File: config.mk
export PLATFORM = sky130hd
export DESIGN_NAME = serial_adder
export DESIGN_NICKNAME = d
export VERILOG_FILES = /design/src/rtl/serial_adder.sv
export SDC_FILE = /design/constraint.sdc
export NUM_CORES = 1
export LEC_CHECK = 0
export CORE_ASPECT_RATIO = 1.4
export CORE_UTILIZATION = 52
export DETAILED_ROUTE_END_ITERATION = 10
export PLACE_DENSITY = 0.78
export SLEW_MARGIN = 20
export SYNTH_ARGS = -nofsm -noshare
export SYNTH_HDL_FRONTEND = slang
export SYNTH_SLANG_ARGS = --single-unit
File: constraint.sdc
create_clock -name clk -period 1.9 [get_ports clk]
set_input_delay 0.285 -clock clk [delete_from_list [all_inputs] [get_ports clk]]
set_output_delay 0.285 -clock clk [all_outputs]
set_load 0.05 [all_outputs]
File: src/rtl/serial_adder.sv
// Bit-serial adder: drives a single full_adder cell LSB-first, one bit per clock.
// Define SERIAL_ADDER_OVF_EN to add the signed-overflow output ovf.
`timescale 1ns/1ps

module full_adder (
  input  logic a,
  input  logic b,
  input  logic C_IN,
  output logic out,
  output logic C_OUT
);
  assign out   = a ^ b ^ C_IN;
  assign C_OUT = (a & b) | (C_IN & (a ^ b));
endmodule

module serial_adder #(
  parameter int WIDTH = 8
) (
  input  logic             clk,
  input  logic             rst_n,
  input  logic             start,
  input  logic [WIDTH-1:0] a,
  input  logic [WIDTH-1:0] b,
  input  logic             c_in,
  output logic             busy,
  output logic             done,
  output logic [WIDTH-1:0] sum,
  output logic             c_out
`ifdef SERIAL_ADDER_OVF_EN
  , output logic           ovf
`endif
);

  localparam int CW = $clog2(WIDTH + 1);
  localparam logic [CW-1:0] LAST = CW'(WIDTH - 1);

  typedef enum logic [1:0] {
    IDLE = 2'd0,
    RUN  = 2'd1,
    DONE = 2'd2
  } state_e;

  state_e           state_q, state_d;
  logic [WIDTH-1:0] opa_q, opa_d;
  logic [WIDTH-1:0] opb_q, opb_d;
  logic [WIDTH-1:0] res_q, res_d;
  logic [WIDTH-1:0] sum_q, sum_d;
  logic             carry_q, carry_d;
  logic             c_out_q, c_out_d;
  logic [CW-1:0]    cnt_q, cnt_d;
  logic             busy_q, done_q;
`ifdef SERIAL_ADDER_OVF_EN
  logic             ovf_q, ovf_d;
`endif

  logic             fa_sum_s;
  logic             fa_cout_s;
  logic [WIDTH-1:0] res_shift_s;

  full_adder u_fa (
    .a     (opa_q[0]),
    .b     (opb_q[0]),
    .C_IN  (carry_q),
    .out   (fa_sum_s),
    .C_OUT (fa_cout_s)
  );

  // New sum bit enters at the MSB so that after WIDTH shifts bit 0 sits at the LSB.
  generate
    if (WIDTH == 1) begin : g_res_w1
      assign res_shift_s = fa_sum_s;
    end else begin : g_res_wn
      assign res_shift_s = {fa_sum_s, res_q[WIDTH-1:1]};
    end
  endgenerate

  always_comb begin
    state_d = state_q;
    opa_d   = opa_q;
    opb_d   = opb_q;
    res_d   = res_q;
    sum_d   = sum_q;
    carry_d = carry_q;
    c_out_d = c_out_q;
    cnt_d   = cnt_q;
`ifdef SERIAL_ADDER_OVF_EN
    ovf_d   = ovf_q;
`endif
    case (state_q)
      IDLE: begin
        if (start) begin
          opa_d   = a;
          opb_d   = b;
          carry_d = c_in;
          res_d   = {WIDTH{1'b0}};
          cnt_d   = {CW{1'b0}};
          state_d = RUN;
        end else begin
          state_d = IDLE;
        end
      end
      RUN: begin
        opa_d   = opa_q >> 1;
        opb_d   = opb_q >> 1;
        res_d   = res_shift_s;
        carry_d = fa_cout_s;
        cnt_d   = cnt_q + CW'(1);
        if (cnt_q == LAST) begin
          state_d = DONE;
          sum_d   = res_shift_s;
          c_out_d = fa_cout_s;
`ifdef SERIAL_ADDER_OVF_EN
          // carry_q here is the carry into the MSB position.
          ovf_d   = carry_q ^ fa_cout_s;
`endif
        end else begin
          state_d = RUN;
        end
      end
      DONE: begin
        state_d = IDLE;
      end
      default: begin
        state_d = IDLE;
      end
    endcase
  end

  always_ff @(posedge clk or negedge rst_n) begin
    if (!rst_n) begin
      state_q <= IDLE;
      opa_q   <= {WIDTH{1'b0}};
      opb_q   <= {WIDTH{1'b0}};
      res_q   <= {WIDTH{1'b0}};
      sum_q   <= {WIDTH{1'b0}};
      carry_q <= 1'b0;
      c_out_q <= 1'b0;
      cnt_q   <= {CW{1'b0}};
      busy_q  <= 1'b0;
      done_q  <= 1'b0;
`ifdef SERIAL_ADDER_OVF_EN
      ovf_q   <= 1'b0;
`endif
    end else begin
      state_q <= state_d;
      opa_q   <= opa_d;
      opb_q   <= opb_d;
      res_q   <= res_d;
      sum_q   <= sum_d;
      carry_q <= carry_d;
      c_out_q <= c_out_d;
      cnt_q   <= cnt_d;
      busy_q  <= (state_d != IDLE);
      done_q  <= (state_d == DONE);
`ifdef SERIAL_ADDER_OVF_EN
      ovf_q   <= ovf_d;
`endif
    end
  end

  assign busy  = busy_q;
  assign done  = done_q;
  assign sum   = sum_q;
  assign c_out = c_out_q;
`ifdef SERIAL_ADDER_OVF_EN
  assign ovf   = ovf_q;
`endif

endmodule

==> results.ini, run 1 <==
[synthesis]
synth_commonest_cells = dfrtp_1, a21oi_1, nor2b_1, o21ai_0, a22oi_1
ys_warn_count = 0
synthSimpleGateAreaFrac = 0.103
synth_compound_area_frac = 0.218
synth_top_family_by_area = compound AO/OA/AOI/OAI gates
ys_seq_area_frac = 0.568
synth.most_common_cell = dfrtp_1
synthArstFlopShare = 1.00
synth_edf_count = 0
netlist_area_um2 = 1810
synth_nets = 180
syn_inst = 158
yosysTopAreaCellShare = 0.568
synthAdderAreaFrac = 0.0180
synth_flop_cell = dfrtp_1
synthXorXnorAreaFrac = 0
synth_area_per_cell_um2 = 11.4
netlist_top_cells_area = dfrtp_1, a22oi_1, mux2_2
synth-seq-cells = 41
ys_types = 23
yosysTopAreaCell = dfrtp_1
synthMuxAreaShare = 0.0623

[layout]
area_growth_pct = 25.2
diodes = 0
filler_cell_count = 269
drive_above_1_share = 0.149
multi_input_area_um2 = 726
finalCoreUtilization = 0.676
final-seq-area_um2 = 1030
final_cells = 234
layout.nets = 216

[worst_setup_path]
crit_path_top_delay_cell = clkdlybuf4s50_1
crit_path_end = sum[7]
cp_top_family = buffers and inverters
cp_max_fo = 2
path_cells = clkdlybuf4s50_1
required_ns = 1.62
crit_buf_inv = 1
rr_worst_depth = 4
critPathCaptureType = output port
startpoint = sum[7]
cp_num_cells = 1
reg2reg_to = sum[0]
timing.rr.start = cnt_q[1]
worst_setup_path_start_kind = flip-flop
r2r_setup_slack_ns = 0.20
worstPathArrival_ns = 1.45
path_class = flip-flop to output port
slowest_delay_ns = 0.80

[global_route]
grt_pass1_vias = 1394
antenna_found_initial = 0
gr-total-overflow = 0
grt_pass1_wl_um = 6250
grt_max_degree = 42
grtUsageTotal = 0.232

[clocking]
cts_tree = yes
cts_hold_buf = 0
cts-root-buf = clkbuf_8
numCtsBuffers = 5
cts_sinks = 41
cts_htree_levels = 2
clock_path_buffers = 2
post_cts_buffers = 0
clk_pin_slew_ns = 0.07
clk_latency_ns = 0.29
cts_resized = 0

[sta]
fin_skew_ns = 0.00723
period_needed_ns = 1.74
finalSetupViolCount = 0
final.setup.tns_ns = 0
hold_viol_final = 0
slew_headroom = 0.666
tightest_slew_ns = 0.500
rsz0062_at_grt = no
fmax_mhz = 576
slew_viol_final = 0
fin_crit_sh = 0.913

[power_and_ir_drop]
powerDensity_nw_per_um2 = 1500
ir_worst_vdd_mv = 1.11
finalPower_w = 0.00339
p_leak_nw = 0.978

[outcome]
outcome = finished clean

[min_path]
min-delay-path-class = input port to async pin

[route]
drtIter0Drc = 43
vias = 1397
postRouteAntennaNets = 0
vias_per_cell = 5.97
drt-total-wl_um = 3830
post_drt_wl_per_cell_um = 16.4
dr.pass1.iters = 4
drcViolationCount = 0

[die]
io_pins = 31
fp.dieW_um = 51.8
coreArea_um2 = 3350
rows = 25
die-area_um2 = 3720
start_util = 0.540
fp.dieH_um = 71.7

[placed_design]
dp.cells = 227
io_buffers = 30
place.gp.congestion = 0.789
hpwl_um = 2660

[run]
maxCapViolations = 0

-- cell type report --
class                   count  share of cell area
well taps                  40              0.0221
repair buffers             40               0.164
clock buffers               7              0.0382
multi-input cells         105               0.321
inverters                   1             0.00166
flip-flops and latches     41               0.454
-- state kept, by name, summed over array words and instances, names as in the netlist --
signal,count
state_q,2
cnt_q,4
carry_q,1
res_q,7
done,1
opb_q,8
busy,1
sum,8
c_out,1
opa_q,8
-- routing by layer --
layer / share of wire / track usage / vias to the layer above
met4: 0.017 / 0.105 / 0
met1: 0.41 / 0.285 / 695
li1: - / - / 639
met2: 0.53 / 0.380 / 53
met3: 0.043 / 0.0594 / 10
met5: 0 / 0 / -
-- how the worst min path moves through the flow --
| stage | to | cells after the start | slack [ns] |
|---|---|---|---|
| finish | opb_q[4] | 2 | 0.05 |
| detailed placement | opb_q[4] | 2 | 0.37 |
| CTS | opb_q[6] | 2 | 0.06 |
| global placement | opb_q[2] | 2 | 0.37 |
| floorplan | busy | 0 | -0.01 |
| global route | opb_q[3] | 2 | 0.09 |
-- report_power, final --
part           total, W  internal (W)  switching [W]
combinational   0.00139      0.000610       0.000780
clock          0.000565      0.000288       0.000277
sequential      0.00143       0.00118       0.000252
-- logic make-up (layout without fill, tap and decap cells) --
kind of cell    after synthesis  in the layout
compound gates               63             63
buf+inv                      12             48
fa+ha+maj                     2              2
mux                          10             10
simple gates                 30             30
flops                        41             41
-- through the flow --
step | setup slack [ns] | instance area (um^2) | hold WS (ns)
2_1_floorplan | 0.450 | 1810 | -0.0106
3_3_place_gp | 0.318 | 2180 | 0.365
3_5_place_dp | 0.210 | 2180 | 0.375
4_1_cts | 0.153 | 2260 | 0.0615
5_1_grt | 0.116 | 2260 | 0.0870
6_report | 0.164 | 2260 | 0.0476
-- cell usage in the layout, fill, tap and decap left out --
master           instances
a21oi_1                 18
a22o_1                   9
a22oi_1                 15
a31oi_1                  1
a41oi_1                  1
and2b_1                  1
buf_2                    1
buf_4                   10
clkbuf_1                 1
clkbuf_8                 6
clkdlybuf4s50_1         29
dfrtp_1                 41
fa_1                     1
ha_1                     1
inv_1                    1
mux2_2                  10
nand2_1                  5
nand2b_4                 1
nand3_1                  1
nor2_1                   2
nor2b_1                 18
nor3_1                   1
nor3_4                   1
o21ai_0                 18
o21bai_1                 1
Power figures use the tool's default switching activity.
==> run 2, diff against run 1 <==
clock period = 1.67 ns   (was 1.9 ns; I/O delays follow)
==> run 2 against run 1 <==
Net effect: clock skew down 0.0048 ns; critical path depth up 4; register-to-register slack worse by 0.06 ns; count of clock-buffer cells in the layout down 2; critical endpoint is now sum[7]; largest power group unchanged.
==> results.ini, run 2 (same netlist as run 1, synthesis figures left out) <==
[clocking]
clk_pin_slew_ns = 0.07  ; about the same
clk_latency_ns = 0.29  ; about the same
cts-root-buf = clkbuf_8
post_cts_buffers = 0  ; unchanged
cts_tree = yes
cts_hold_buf = 0  ; unchanged
cts_resized = 0  ; unchanged
cts_sinks = 41  ; unchanged
cts_htree_levels = 2  ; unchanged
numCtsBuffers = 5  ; unchanged
clock_path_buffers = 2  ; unchanged

[route]
postRouteAntennaNets = 0  ; unchanged
vias = 1367  ; -2.1%
drt-total-wl_um = 3830  ; -0.16%
dr.pass1.iters = 4  ; unchanged
drcViolationCount = 0  ; unchanged
vias_per_cell = 5.84  ; -2.1%
post_drt_wl_per_cell_um = 16.3  ; -0.16%
drtIter0Drc = 46  ; +7.0%

[placed_design]
dpl_cell_area_um2 = 2140  ; -1.6%
place.gp.congestion = 0.767  ; -2.7%
dp.cells = 226  ; -0.44%
pre_cts_ws_ns = -0.00555  ; -0.215 ns
io_buffers = 30  ; unchanged
hpwl_um = 2600  ; -2.3%

[worst_setup_path]
crit_path_top_delay_cell = dfrtp_1
startpoint = cnt_q[1]
cp_top_family = flip-flops
cp_num_cells = 5  ; +4
required_ns = 1.85  ; +0.23 ns
r2r_setup_slack_ns = 0.14  ; -0.06 ns
worstPathArrival_ns = 1.71  ; +0.26 ns
path_cells = ha_1, nand2_1, nor3_4, buf_4, mux2_2
path_class = flip-flop to flip-flop
crit_buf_inv = 1  ; unchanged
cp_max_fo = 10  ; +8
crit_path_end = sum[7]
rr_worst_depth = 5  ; +1
critPathCaptureType = flip-flop
timing.rr.start = cnt_q[1]
reg2reg_to = sum[7]
slowest_delay_ns = 0.40  ; -0.40 ns
worst_setup_path_start_kind = flip-flop

[power_and_ir_drop]
p_sw_w = 0.00150  ; +15%
pwr-share-comb = 0.375  ; -0.035
p_leak_nw = 1.01  ; +3.7%
powerDensity_nw_per_um2 = 1800  ; +20%
seqPwrFrac = 0.398  ; -0.025
ir_worst_vdd_mv = 1.32  ; +18%
p_int_w = 0.00259  ; +25%
clkPwrFrac = 0.227  ; +0.060
p_sw_frac = 0.366  ; -0.0200

[sta]
fin_ws_ns = 0.141  ; -0.0239 ns
fmax_mhz = 654
tightest_slew_ns = 0.505  ; +0.00499 ns
rsz0062_at_grt = no
slew_viol_final = 0  ; unchanged
period_needed_ns = 1.53
fin_crit_sh = 0.916
finalSetupViolCount = 0  ; unchanged
hold_viol_final = 0  ; unchanged
final.setup.tns_ns = 0  ; unchanged
fin_skew_ns = 0.00241  ; -0.00482 ns
slew_headroom = 0.663  ; -0.00228

[die]
start_util = 0.540  ; unchanged
fp.dieW_um = 51.8  ; unchanged
die-area_um2 = 3720  ; unchanged
coreArea_um2 = 3350  ; unchanged
io_pins = 31  ; unchanged
fp.dieH_um = 71.7  ; unchanged
rows = 25  ; unchanged

[global_route]
grtUsageTotal = 0.229  ; -0.00265
antenna_found_initial = 0  ; unchanged
grt_max_degree = 42  ; unchanged
grt_pass1_vias = 1437  ; +3.1%
grt_pass1_wl_um = 6210  ; -0.66%
gr-total-overflow = 0  ; unchanged

[min_path]
min-delay-path-class = input port to async pin

[layout]
filler_cell_count = 246  ; -8.6%
layout_common_cells = dfrtp_1, buf_4
area_growth_pct = 25.9
finalCoreUtilization = 0.680  ; +0.00374
drive_above_1_share = 0.211  ; +0.0619
mostFrequentLayoutCell = dfrtp_1
fin_area_um2 = 2270  ; +0.55%
layout.nets = 215  ; -0.46%
final_cells = 234  ; unchanged
diodes = 0  ; unchanged

[run]
maxCapViolations = 0  ; unchanged

[outcome]
outcome = finished clean

run 2: changes by cell type in the layout (fill, tap and decap cells not counted):
cell,before,now
clkdlybuf4s50_1,29,18
clkbuf_1,1,0
clkinv_2,0,1
buf_4,10,20
bufinv_16,0,2
clkbuf_8,6,5
run 2: worst register-to-register path, stage by stage (launching register included):
cell     delay, ns
dfrtp_1       0.40
ha_1          0.21
nand2_1       0.13
nor3_4        0.13
buf_4         0.20
mux2_2        0.35
run 2: layout make-up:
cell class                 count  area (um^2)  share of cell area
sequential                    41         1030               0.451
multi-input combinational    105          726               0.319
timing repair buffer          39          335               0.147
clock buffer                   5         68.8              0.0303
clock inverter                 3         65.1              0.0286
tap                           40         50.0              0.0220
inverter                       1         3.75             0.00165
run 2: power by group through the flow:
| stage | Clock (W) | Combinational (W) | Sequential [W] |
|---|---|---|---|
| after floorplan | 0 | 0.000757 | 0.00192 |
| after detailed placement | 0 | 0.00154 | 0.00164 |
| after global placement | 0 | 0.00148 | 0.00162 |
| final | 0.000929 | 0.00154 | 0.00163 |
| after global routing | 0.000985 | 0.00165 | 0.00168 |
| after CTS | 0.000951 | 0.00155 | 0.00163 |
run 2: how the worst min path moves through the flow:
stage,to,slack [ns],start,cells past startpoint
3_3_place_gp,opb_q[3],0.33,rst_n,2
2_1_floorplan,busy,-0.05,rst_n,0
6_report,opb_q[2],0.007,rst_n,2
4_1_cts,state_q[1],0.02,rst_n,2
3_5_place_dp,opb_q[4],0.34,rst_n,2
5_1_grt,opb_q[3],0.04,rst_n,2
run 2: stage by stage:
| stage | hold slack [ns] | total power [W] |
|---|---|---|
| 2_1_floorplan | -0.0451 | 0.00267 |
| 3_3_place_gp | 0.333 | 0.00310 |
| 3_5_place_dp | 0.340 | 0.00318 |
| 4_1_cts | 0.0172 | 0.00412 |
| 5_1_grt | 0.0386 | 0.00432 |
| 6_report | 0.00742 | 0.00409 |
run 2: per-layer routing:
| layer | GRT usage | vias to the layer above | wire length [um] |
|---|---|---|---|
| met5 | 0 | - | 0 |
| met4 | 0.117 | 0 | 94 |
| met3 | 0.0594 | 9 | 152 |
| met2 | 0.401 | 31 | 2030 |
| met1 | 0.249 | 686 | 1550 |
| li1 | - | 641 | - |
==> run 3, diff against run 2 <==
clock period = 1.59 ns   (was 1.67 ns; I/O delays follow)
==> run 3 against run 2 <==
Net effect: total power is 3.5% higher; combinational power grew 8%; cell count increased by 2.6%; first-iteration DRC count grew 33%; routed wire length rose by 3.4%; critical path depth did not move; critical path type unchanged; critical endpoint is now c_out; highest routed layer unchanged.
==> results.ini, run 3 (same netlist as run 1, synthesis figures left out) <==
[outcome]
outcome = finished clean

[sta]
final.setup.tns_ns = 0  ; unchanged
rsz0062_at_grt = no
hold_viol_final = 0  ; unchanged
slew_viol_final = 0  ; unchanged
fmax_mhz = 670  ; +2.5%
fin_skew_ns = 0.00583  ; +0.00342 ns
slew_headroom = 0.674  ; +0.0105
period_needed_ns = 1.49  ; -0.0379 ns
tightest_slew_ns = 0.489  ; -0.0157 ns
fin_crit_sh = 0.938  ; +0.0222
finalSetupViolCount = 0  ; unchanged

[die]
die-area_um2 = 3720  ; unchanged
io_pins = 31  ; unchanged
rows = 25  ; unchanged
coreArea_um2 = 3350  ; unchanged
fp.dieW_um = 51.8  ; unchanged
fp.dieH_um = 71.7  ; unchanged
start_util = 0.540  ; unchanged

[worst_setup_path]
path_cells = ha_1, nand2_1, nor3_4, buf_4, mux2_2
critPathCaptureType = flip-flop
worst_setup_path_start_kind = flip-flop
cp_top_family = flip-flops
worstPathArrival_ns = 1.67  ; -0.04 ns
required_ns = 1.77  ; -0.08 ns
crit_path_top_delay_cell = dfrtp_1
slowest_delay_ns = 0.39  ; about the same
path_class = flip-flop to flip-flop
cp_max_fo = 10  ; unchanged
crit_buf_inv = 1  ; unchanged

[global_route]
use_met2 = 0.427  ; +0.0260
grtUsageMet1 = 0.264  ; +0.0154
grtUsageTotal = 0.242  ; +0.0127
grt_pass1_vias = 1427  ; -0.70%
gr-total-overflow = 0  ; unchanged
top_usage_layer = met2
globalRouteMet3Util = 0.0786  ; +0.0191
antenna_found_initial = 0  ; unchanged
grt_pass1_wl_um = 6440  ; +3.7%
grt_max_degree = 23  ; -45%

[placed_design]
io_buffers = 30  ; unchanged
place.gp.congestion = 0.774  ; +0.91%
hpwl_um = 2750  ; +5.8%
dpl_cell_area_um2 = 2160  ; +1.1%

[clocking]
cts_sinks = 41  ; unchanged
cts_htree_levels = 2  ; unchanged
numCtsBuffers = 5  ; unchanged
cts_tree = yes
clock_path_buffers = 2  ; unchanged
cts-root-buf = clkbuf_8
clk_pin_slew_ns = 0.08  ; about the same
clk_latency_ns = 0.30  ; about the same

[power_and_ir_drop]
p_leak_nw = 1.03  ; +1.9%
powerDensity_nw_per_um2 = 1840  ; +2.2%
ir_worst_vdd_mv = 1.31  ; -0.63%

[layout]
layout.nets = 221  ; +2.8%
diodes = 0  ; unchanged
area_growth_pct = 27.6
fin_area_um2 = 2300  ; +1.3%
drive_above_1_share = 0.225  ; +0.0137
layout_common_cells = dfrtp_1, buf_4
mostFrequentLayoutCell = dfrtp_1

[route]
vias = 1390  ; +1.7%
drtIter0Drc = 61  ; +33%
drcViolationCount = 0  ; unchanged
postRouteAntennaNets = 0  ; unchanged
post_drt_wl_per_cell_um = 16.5  ; +0.79%
drt-total-wl_um = 3950  ; +3.4%
dr.pass1.iters = 4  ; unchanged
vias_per_cell = 5.79  ; -0.86%

[run]
maxCapViolations = 0  ; unchanged

[min_path]
min-delay-path-class = input port to async pin

==> run 3: cell count changes in the layout (fill, tap and decap cells not counted), sizes merged <==
cell / previous run / this run
clkinv: 1 / 0
buf: 21 / 26
bufinv: 2 / 1
clkbuf: 5 / 7
dlygate4sd3: 0 / 1
==> run 3: final cells by class <==
type | instances | area [um^2]
fill | 250 | 1040
sequential | 41 | 1030
multi-input combinational | 105 | 726
timing repair buffer | 45 | 383
clock buffer | 7 | 86.3
tap | 40 | 50.0
clock inverter | 1 | 30.0
inverter | 1 | 3.75
==> run 3: metrics by stage <==
step	setup WS [ns]	hold WS (ns)	util	cells	total power, W
2_1_floorplan	0.140	-0.0571	-	158	0.00281
3_3_place_gp	0.134	0.214	0.646	229	0.00327
3_5_place_dp	0.0550	0.231	0.646	229	0.00334
4_1_cts	0.0723	0.445	0.684	238	0.00421
5_1_grt	0.0190	0.489	0.689	240	0.00446
6_report	0.0985	0.434	0.689	240	0.00424
==> run 3: report_power, final <==
part / leakage, nW / switching (W) / internal (W)
Sequential: 0.533 / 0.000303 / 0.00141
Combinational: 0.442 / 0.000937 / 0.000730
Clock: 0.0585 / 0.000345 / 0.000511
Total: 1.03 / 0.00158 / 0.00265
==> run 3: worst paths after layout <==
kind                          start        to  slack [ns]  depth (start not counted)
setup / recovery           cnt_q[1]     c_out         0.1                          5
hold / removal                rst_n  opb_q[0]        0.43                          2
setup reg to reg           cnt_q[1]     c_out         0.1                          5
hold reg to reg              sum[7]    sum[7]        0.51                          1
max in group asynchronous     rst_n  opb_q[3]        0.62                          3
min in group clk             sum[7]    sum[7]        0.51                          1
==> run 3: timing repair <==
action	CTS	global route
setup buffers	0	2
hold buffers	1	0
hold endpoints to repair	20	0
gates resized for setup	0	0
endpoints found under the setup margin	0	7
==> run 3: layer usage <==
metal / wire length (um) / vias up / part of all wire
met4: 73 / 0 / 0.018
li1: - / 649 / -
met1: 1600 / 697 / 0.40
met3: 169 / 9 / 0.043
met5: 0 / - / 0
met2: 2110 / 35 / 0.53
